File: src/rtl/awb_gain_scheduler.sv
// awb_gain_scheduler
// ------------------
// Auto-white-balance gain scheduler. At each frame_end it latches the
// per-channel frame sums and the enable bit. It forms the grey-world target
// and issues three divisions (R, G, B) to a shared fixed-latency divider. It
// captures each quotient after DIV_LATENCY cycles. The resulting gains are
// held in shadow registers until the next frame_start, where they are
// committed.
//
// Optional build macro: AWB_GAIN_CLAMP_EN clamps each computed gain to
// [0.5, 4.0] in GAIN_FRAC fixed point. Without it, only GAIN_WIDTH
// saturation applies.
//
// Ports
//   clk, reset       : single clock, synchronous active-high reset
//   enable           : AWB enable, sampled together with an accepted frame_end
//   frame_end        : one-cycle pulse, sum_r/g/b are final
//   frame_start      : one-cycle pulse, commit point for pending gains
//   sum_r/g/b        : frame sums (sum_g holds both green sites)
//   div_valid        : divider issue strobe
//   div_dividend     : divider operand, grey level << GAIN_FRAC
//   div_divisor      : divider operand, 3 * channel sum
//   div_quotient     : divider result, valid DIV_LATENCY cycles after issue
//   gain_r/g/b       : active gains (unity = 1 << GAIN_FRAC)
//   gain_update      : one-cycle pulse when new gains are committed
//   busy             : high whenever the scheduler is not idle
//   overrun          : sticky, set when a frame_end is dropped
module awb_gain_scheduler #(
    parameter int SUM_WIDTH   = 40,
    parameter int GAIN_FRAC   = 8,
    parameter int GAIN_WIDTH  = 16,
    parameter int DIV_LATENCY = 20
) (
    input  logic                           clk,
    input  logic                           reset,
    input  logic                           enable,
    input  logic                           frame_end,
    input  logic                           frame_start,
    input  logic [SUM_WIDTH-1:0]           sum_r,
    input  logic [SUM_WIDTH-1:0]           sum_g,
    input  logic [SUM_WIDTH-1:0]           sum_b,
    output logic                           div_valid,
    output logic [SUM_WIDTH+GAIN_FRAC+1:0] div_dividend,
    output logic [SUM_WIDTH+1:0]           div_divisor,
    input  logic [SUM_WIDTH+GAIN_FRAC+1:0] div_quotient,
    output logic [GAIN_WIDTH-1:0]          gain_r,
    output logic [GAIN_WIDTH-1:0]          gain_g,
    output logic [GAIN_WIDTH-1:0]          gain_b,
    output logic                           gain_update,
    output logic                           busy,
    output logic                           overrun
);

    localparam int DW = SUM_WIDTH + 2;          // divisor / grey width
    localparam int QW = DW + GAIN_FRAC;         // dividend / quotient width
    localparam int CW = $clog2(DIV_LATENCY + 3);

    // Cycle counter runs from the first issue (0) to the B capture.
    localparam logic [CW-1:0] CAP_R      = CW'(DIV_LATENCY);
    localparam logic [CW-1:0] CAP_G      = CW'(DIV_LATENCY + 1);
    localparam logic [CW-1:0] CAP_B      = CW'(DIV_LATENCY + 2);
    localparam logic [CW-1:0] LAST_ISSUE = CW'(2);

    localparam logic [GAIN_WIDTH-1:0] UNITY = GAIN_WIDTH'(1) << GAIN_FRAC;

`ifdef AWB_GAIN_CLAMP_EN
    localparam logic [QW-1:0] CLAMP_LO = QW'(1) << (GAIN_FRAC - 1);
    localparam logic [QW-1:0] CLAMP_HI = QW'(4) << GAIN_FRAC;
`endif

    typedef enum logic [2:0] {IDLE, LATCH, ISSUE, WAIT, PEND} state_t;

    state_t                  state, state_next;
    logic [SUM_WIDTH-1:0]    lat_r, lat_b;
    logic [SUM_WIDTH-2:0]    lat_half_g;    // sum_g >> 1: average of the two greens
    logic                    lat_en;
    logic [DW-1:0]           gray;
    logic [DW-1:0]           div_r, div_g, div_b;
    logic [CW-1:0]           cnt;
    logic [GAIN_WIDTH-1:0]   shadow_r, shadow_g, shadow_b;

    // Map a raw quotient to a gain. A zero divisor or a disabled frame yields
    // unity. In that case the quotient is ignored, but the divider slot is
    // still used so latency is identical.
    function automatic logic [GAIN_WIDTH-1:0] chan_gain(
        input logic [QW-1:0] q,
        input logic [DW-1:0] d,
        input logic          en
    );
        logic [QW-1:0] g;
        if (!en || d == '0)
            return UNITY;
        g = q;
`ifdef AWB_GAIN_CLAMP_EN
        if (g > CLAMP_HI)
            g = CLAMP_HI;
        else if (g < CLAMP_LO)
            g = CLAMP_LO;
`endif
        if (|(g >> GAIN_WIDTH))
            return '1;
        return GAIN_WIDTH'(g);
    endfunction

    // NOTE: state registers use non-blocking assignments so every flop samples
    // pre-edge values regardless of statement order.
    always_ff @(posedge clk) begin
        // NOTE: every register, including the datapath and shadow copies, is
        // reset. An aborted computation therefore leaves nothing stale behind.
        if (reset) begin
            state       <= IDLE;
            lat_r       <= '0;
            lat_half_g  <= '0;
            lat_b       <= '0;
            lat_en      <= 1'b0;
            gray        <= '0;
            div_r       <= '0;
            div_g       <= '0;
            div_b       <= '0;
            cnt         <= '0;
            shadow_r    <= '0;
            shadow_g    <= '0;
            shadow_b    <= '0;
            gain_r      <= UNITY;
            gain_g      <= UNITY;
            gain_b      <= UNITY;
            gain_update <= 1'b0;
            overrun     <= 1'b0;
        end else begin
            state       <= state_next;
            gain_update <= 1'b0;

            // Only IDLE accepts a frame_end; anywhere else it is dropped.
            if (frame_end && state != IDLE)
                overrun <= 1'b1;

            case (state)
                IDLE: begin
                    if (frame_end) begin
                        lat_r      <= sum_r;
                        lat_half_g <= sum_g[SUM_WIDTH-1:1];
                        lat_b      <= sum_b;
                        lat_en     <= enable;
                    end
                end
                LATCH: begin
                    gray  <= DW'(lat_r) + DW'(lat_half_g) + DW'(lat_b);
                    div_r <= DW'(lat_r) + DW'({lat_r, 1'b0});
                    div_g <= DW'(lat_half_g) + DW'({lat_half_g, 1'b0});
                    div_b <= DW'(lat_b) + DW'({lat_b, 1'b0});
                    cnt   <= '0;
                end
                ISSUE, WAIT: begin
                    cnt <= cnt + CW'(1);
                    if (cnt == CAP_R) shadow_r <= chan_gain(div_quotient, div_r, lat_en);
                    if (cnt == CAP_G) shadow_g <= chan_gain(div_quotient, div_g, lat_en);
                    if (cnt == CAP_B) shadow_b <= chan_gain(div_quotient, div_b, lat_en);
                end
                PEND: begin
                    if (frame_start) begin
                        gain_r      <= shadow_r;
                        gain_g      <= shadow_g;
                        gain_b      <= shadow_b;
                        gain_update <= 1'b1;
                    end
                end
                default: ;
            endcase
        end
    end

    // NOTE: every output of this block gets a default first, so no path can
    // leave a value unassigned and infer a latch.
    always_comb begin
        state_next   = state;
        div_valid    = 1'b0;
        div_dividend = '0;
        div_divisor  = '0;
        busy         = (state != IDLE);

        case (state)
            IDLE:  if (frame_end) state_next = LATCH;
            LATCH: state_next = ISSUE;
            ISSUE: begin
                div_valid    = 1'b1;
                div_dividend = {gray, {GAIN_FRAC{1'b0}}};
                if (cnt == '0)
                    div_divisor = div_r;
                else if (cnt == CW'(1))
                    div_divisor = div_g;
                else
                    div_divisor = div_b;
                if (cnt == CAP_B)
                    state_next = PEND;
                else if (cnt == LAST_ISSUE)
                    state_next = WAIT;
            end
            WAIT:  if (cnt == CAP_B) state_next = PEND;
            PEND:  if (frame_start) state_next = IDLE;
            default: state_next = IDLE;
        endcase
    end

endmodule

File: config.mk
export PLATFORM = sky130hd
export DESIGN_NAME = awb_gain_scheduler
export DESIGN_NICKNAME = d
export VERILOG_FILES = /design/src/rtl/awb_gain_scheduler.sv
export SDC_FILE = /design/constraint.sdc
export NUM_CORES = 1
export LEC_CHECK = 0
export BUFFER_PORTS_ARGS = -buffer_cell sky130_fd_sc_hd__buf_2
export CAP_MARGIN = 20
export CELL_PAD_IN_SITES_DETAIL_PLACEMENT = 0
export CELL_PAD_IN_SITES_GLOBAL_PLACEMENT = 1
export CORE_MARGIN = 2
export CORE_UTILIZATION = 43
export CTS_BUF_LIST = sky130_fd_sc_hd__clkbuf_16
export DETAILED_ROUTE_END_ITERATION = 16
export HOLD_SLACK_MARGIN = 0.1
export PLACE_DENSITY_LB_ADDON = 0.1
export SYNTH_ARGS = -nofsm -noshare
export SYNTH_HDL_FRONTEND = slang
export SYNTH_SLANG_ARGS = --single-unit
File: constraint.sdc
create_clock -name clk -period 4.45 [get_ports clk]
set_clock_uncertainty 0.05 [all_clocks]
set_input_delay 0.2225 -clock clk [delete_from_list [all_inputs] [get_ports clk]]
set_output_delay 0.2225 -clock clk [all_outputs]
set_load 0.02 [all_outputs]
==> out/summary.txt <==
mux cell area share after synthesis: 0.0173
Compound-Gate Fraction of Synth Area: 0.236
share of post-route cells with drive strength above 1: 0.127
Overflow after GRT: 0
Arrival @ worst endpoint: 4490 ps
Post-synth top flop: dfxtp_1
DR pass1 iterations: 5
CTS H-tree depth: 2
root buf cell: clkbuf_16
DRC marker count from the first detailed-route iteration: 1760
commonest non-fill, non-tap cell in the layout: nand2_1
RSZ-0062 raised after global routing: no
Slew headroom: 0.327
Yosys warning total: 0
worst hold path class: in -> reg
Sum Neg Setup Slack: 0 ps
Core Area: 56200 um2
Residual DRC: 0
Starting Density: 0.433
first-pass GRT wire length: 133 mm
sequential area share after synthesis: 0.324
drt wl/cell: 19.9 um
Slew @ Worst Pin: 1010 ps
Worst Min Path Start: sum_g[26]
pwr dens: 456 nW/um2
Area Growth Syn to Fin: 21.2%
routed wire length: 86.2 mm
max-slew violations: 0
initial antenna violation count: 0
Fmax: 0.249 GHz
clk sinks: 393
Die W: 242 um
final RePlAce weighted congestion: 0.936
Die Height: 242 um
synthesized-area fraction occupied by adder cells: 0.121
clk buf depth: 3
EDFF count, synth: 0
Hold Path Sink: lat_half_g[25]
CP Launch Type: flip-flop
Reg clk slew, reported paths: 60 ps
critical-path maximum fanout: 6
Hold WS: 360 ps
Detail Route Antenna Nets: 0
CTS tree: yes
total CTS buffers: 47
fin crit share: 0.904
vias in the first global route: 23111
commonest non-fill, non-tap cells in the layout: 642 x nand2_1, 471 x a21oi_1, 393 x dfxtp_1
register bit total from synthesis: 393
final net count: 3920
status: finished clean
Simple-Gate Fraction of Synth Area: 0.220
number of distinct library cells after synthesis: 80
die area: 58500 um2
cell area after synthesis: 24300 um2
worst r2r path cells: 14
final setup fails: 0
Critical R2R Launch: lat_r[1]
Rows: 87
clock latency on the worst-skew pair: 610 ps
Data required, critical path: 4920 ps
r2r setup slk: 430 ps
fin crit period: 4020 ps
mean number of vias per cell: 5.61
post-DP HPWL: 64.6 mm
Post-Synthesis Cells: 3176
Max Cap Viol: 0
Fin. Hold Viols: 0
I/O pin cnt: 319
CP endpoint kind: flip-flop
Avg Cell Area, Syn: 7.66 um2
largest net degree at the start of global routing: 184
fillers: 5509
hold depth: 4
via count: 24271
Crit Path Class: reg -> reg
Tot GR Track Use: 0.286
Pleak: 0.0128 uW
largest family of logic cells by synthesized area: compound AO/OA/AOI/OAI gates
Port Buf Inserts: 309
VDD IR max: 288 uV
FF-to-FF End: gray[39]
Async S/R FF share, synth: 0
Post-Synth XOR/XNOR Area: 0.0436
number of gates resized after cts: 0
## flip-flops by register name, summed over array words and instances (netlist names), 39 cells and up
signal      cells
div_b          42
div_r          42
gray           42
div_g          41
lat_b          40
lat_r          40
lat_half_g     39
## logic make-up after synthesis
family	count (synthesis)
simple gates	1223
compound gates	944
flops	393
buf+inv	243
fa+ha+maj	209
xor+xnor	121
mux	42
other cells	1
## cells in the mapped netlist, drive strengths merged (4+ instances only)
| cell | instances | area, um2 |
|---|---|---|
| a2111oi | 4 | 60.1 |
| xor2 | 44 | 385 |
| a211oi | 61 | 458 |
| o2111ai | 4 | 35.0 |
| a21o | 92 | 699 |
| nand2 | 644 | 2420 |
| nand3 | 54 | 270 |
| or4 | 5 | 37.5 |
| a32o | 5 | 50.1 |
| a31oi | 16 | 106 |
| a21boi | 5 | 37.5 |
| nor4b | 5 | 43.8 |
| nor4 | 41 | 257 |
| inv | 53 | 199 |
| a211o | 9 | 78.8 |
| o31a | 4 | 37.5 |
| mux2i | 41 | 410 |
| buf | 22 | 115 |
| clkbuf | 168 | 631 |
| xnor2 | 77 | 674 |
| o21bai | 27 | 203 |
| a41oi | 7 | 61.3 |
| o31ai | 18 | 150 |
| or2 | 4 | 25.0 |
| o21ai | 136 | 684 |
| nor3 | 38 | 190 |
| and2 | 50 | 313 |
| o211ai | 23 | 173 |
| nor2b | 14 | 87.6 |
| fa | 43 | 861 |
| o21a | 15 | 113 |
| o311ai | 5 | 43.8 |
| ha | 166 | 2080 |
| nand3b | 6 | 45.0 |
| nand2b | 15 | 93.8 |
| a21oi | 473 | 2370 |
| nor3b | 5 | 37.5 |
| nor2 | 251 | 942 |
| a22oi | 5 | 37.5 |
| or3 | 20 | 126 |
| dfxtp | 393 | 7870 |
| nand4 | 44 | 275 |
| and3 | 21 | 131 |
| a311oi | 4 | 35.0 |
| a22o | 5 | 43.8 |
## critical path: stages (launching register included)
cell	delay, ps
dfxtp_1	390
fa_1	570
ha_1	210
fa_1	260
a21oi_1	100
o21ai_0	240
a21oi_1	120
buf_4	170
o31ai_2	560
a211o_1	290
a21oi_1	80
buf_4	160
o21ba_2	240
a2111o_1	410
o211ai_1	90
## routing by layer
metal / vias to the layer above / share of wire / track usage
li1: 11913 / - / -
met4: 0 / 0.037 / 0.104
met5: - / 0 / 0
met3: 157 / 0.049 / 0.0263
met1: 11525 / 0.47 / 0.398
met2: 676 / 0.45 / 0.461
## through the flow
step                utilization  instance area [um2]  setup slack [ps]  total power [uW]  instances
floorplan                     -                24300              1200              7820       3183
global placement          0.471                26500               584              9510       4092
detailed placement        0.471                26500               517              9540       4092
CTS                       0.524                29400               494             13500       4328
global route              0.525                29500               288             14200       4329
finish                    0.525                29500               429             13400       4330
## power breakdown
part	total, uW	switching, uW	internal, uW
logic	5050	3260	1790
clock network	3800	1630	2170
registers	4590	605	3990
total	13400	5500	7940
## final cells by class
class	count	area, um2	share of cell area
Clock buffer	49	1230	0.0416
Multi-Input combinational cell	2547	15600	0.529
Inverter	53	199	0.00675
Tap cell	756	946	0.0321
Clock inverter	37	270	0.00917
Timing Repair Buffer	494	3370	0.114
Antenna cell	1	2.50	0.0000849
Sequential cell	393	7870	0.267
## how the worst max path moves through the flow
stage	startpoint	to	slack, ps	cells after the start
after detailed placement	lat_r[1]	gray[39]	520	14
after CTS	lat_r[1]	gray[39]	490	14
after global routing	lat_r[1]	gray[39]	290	14
after global placement	lat_r[1]	gray[39]	580	14
final	lat_r[1]	gray[39]	430	14
after floorplan	lat_b[1]	gray[39]	1200	12
## what timing repair did
item                      in CTS  in global routing
buffers inserted               0                  0
hold buffers                 150                  0
hold endpoints to repair     194                  0
(Power assumes the default switching activity.)
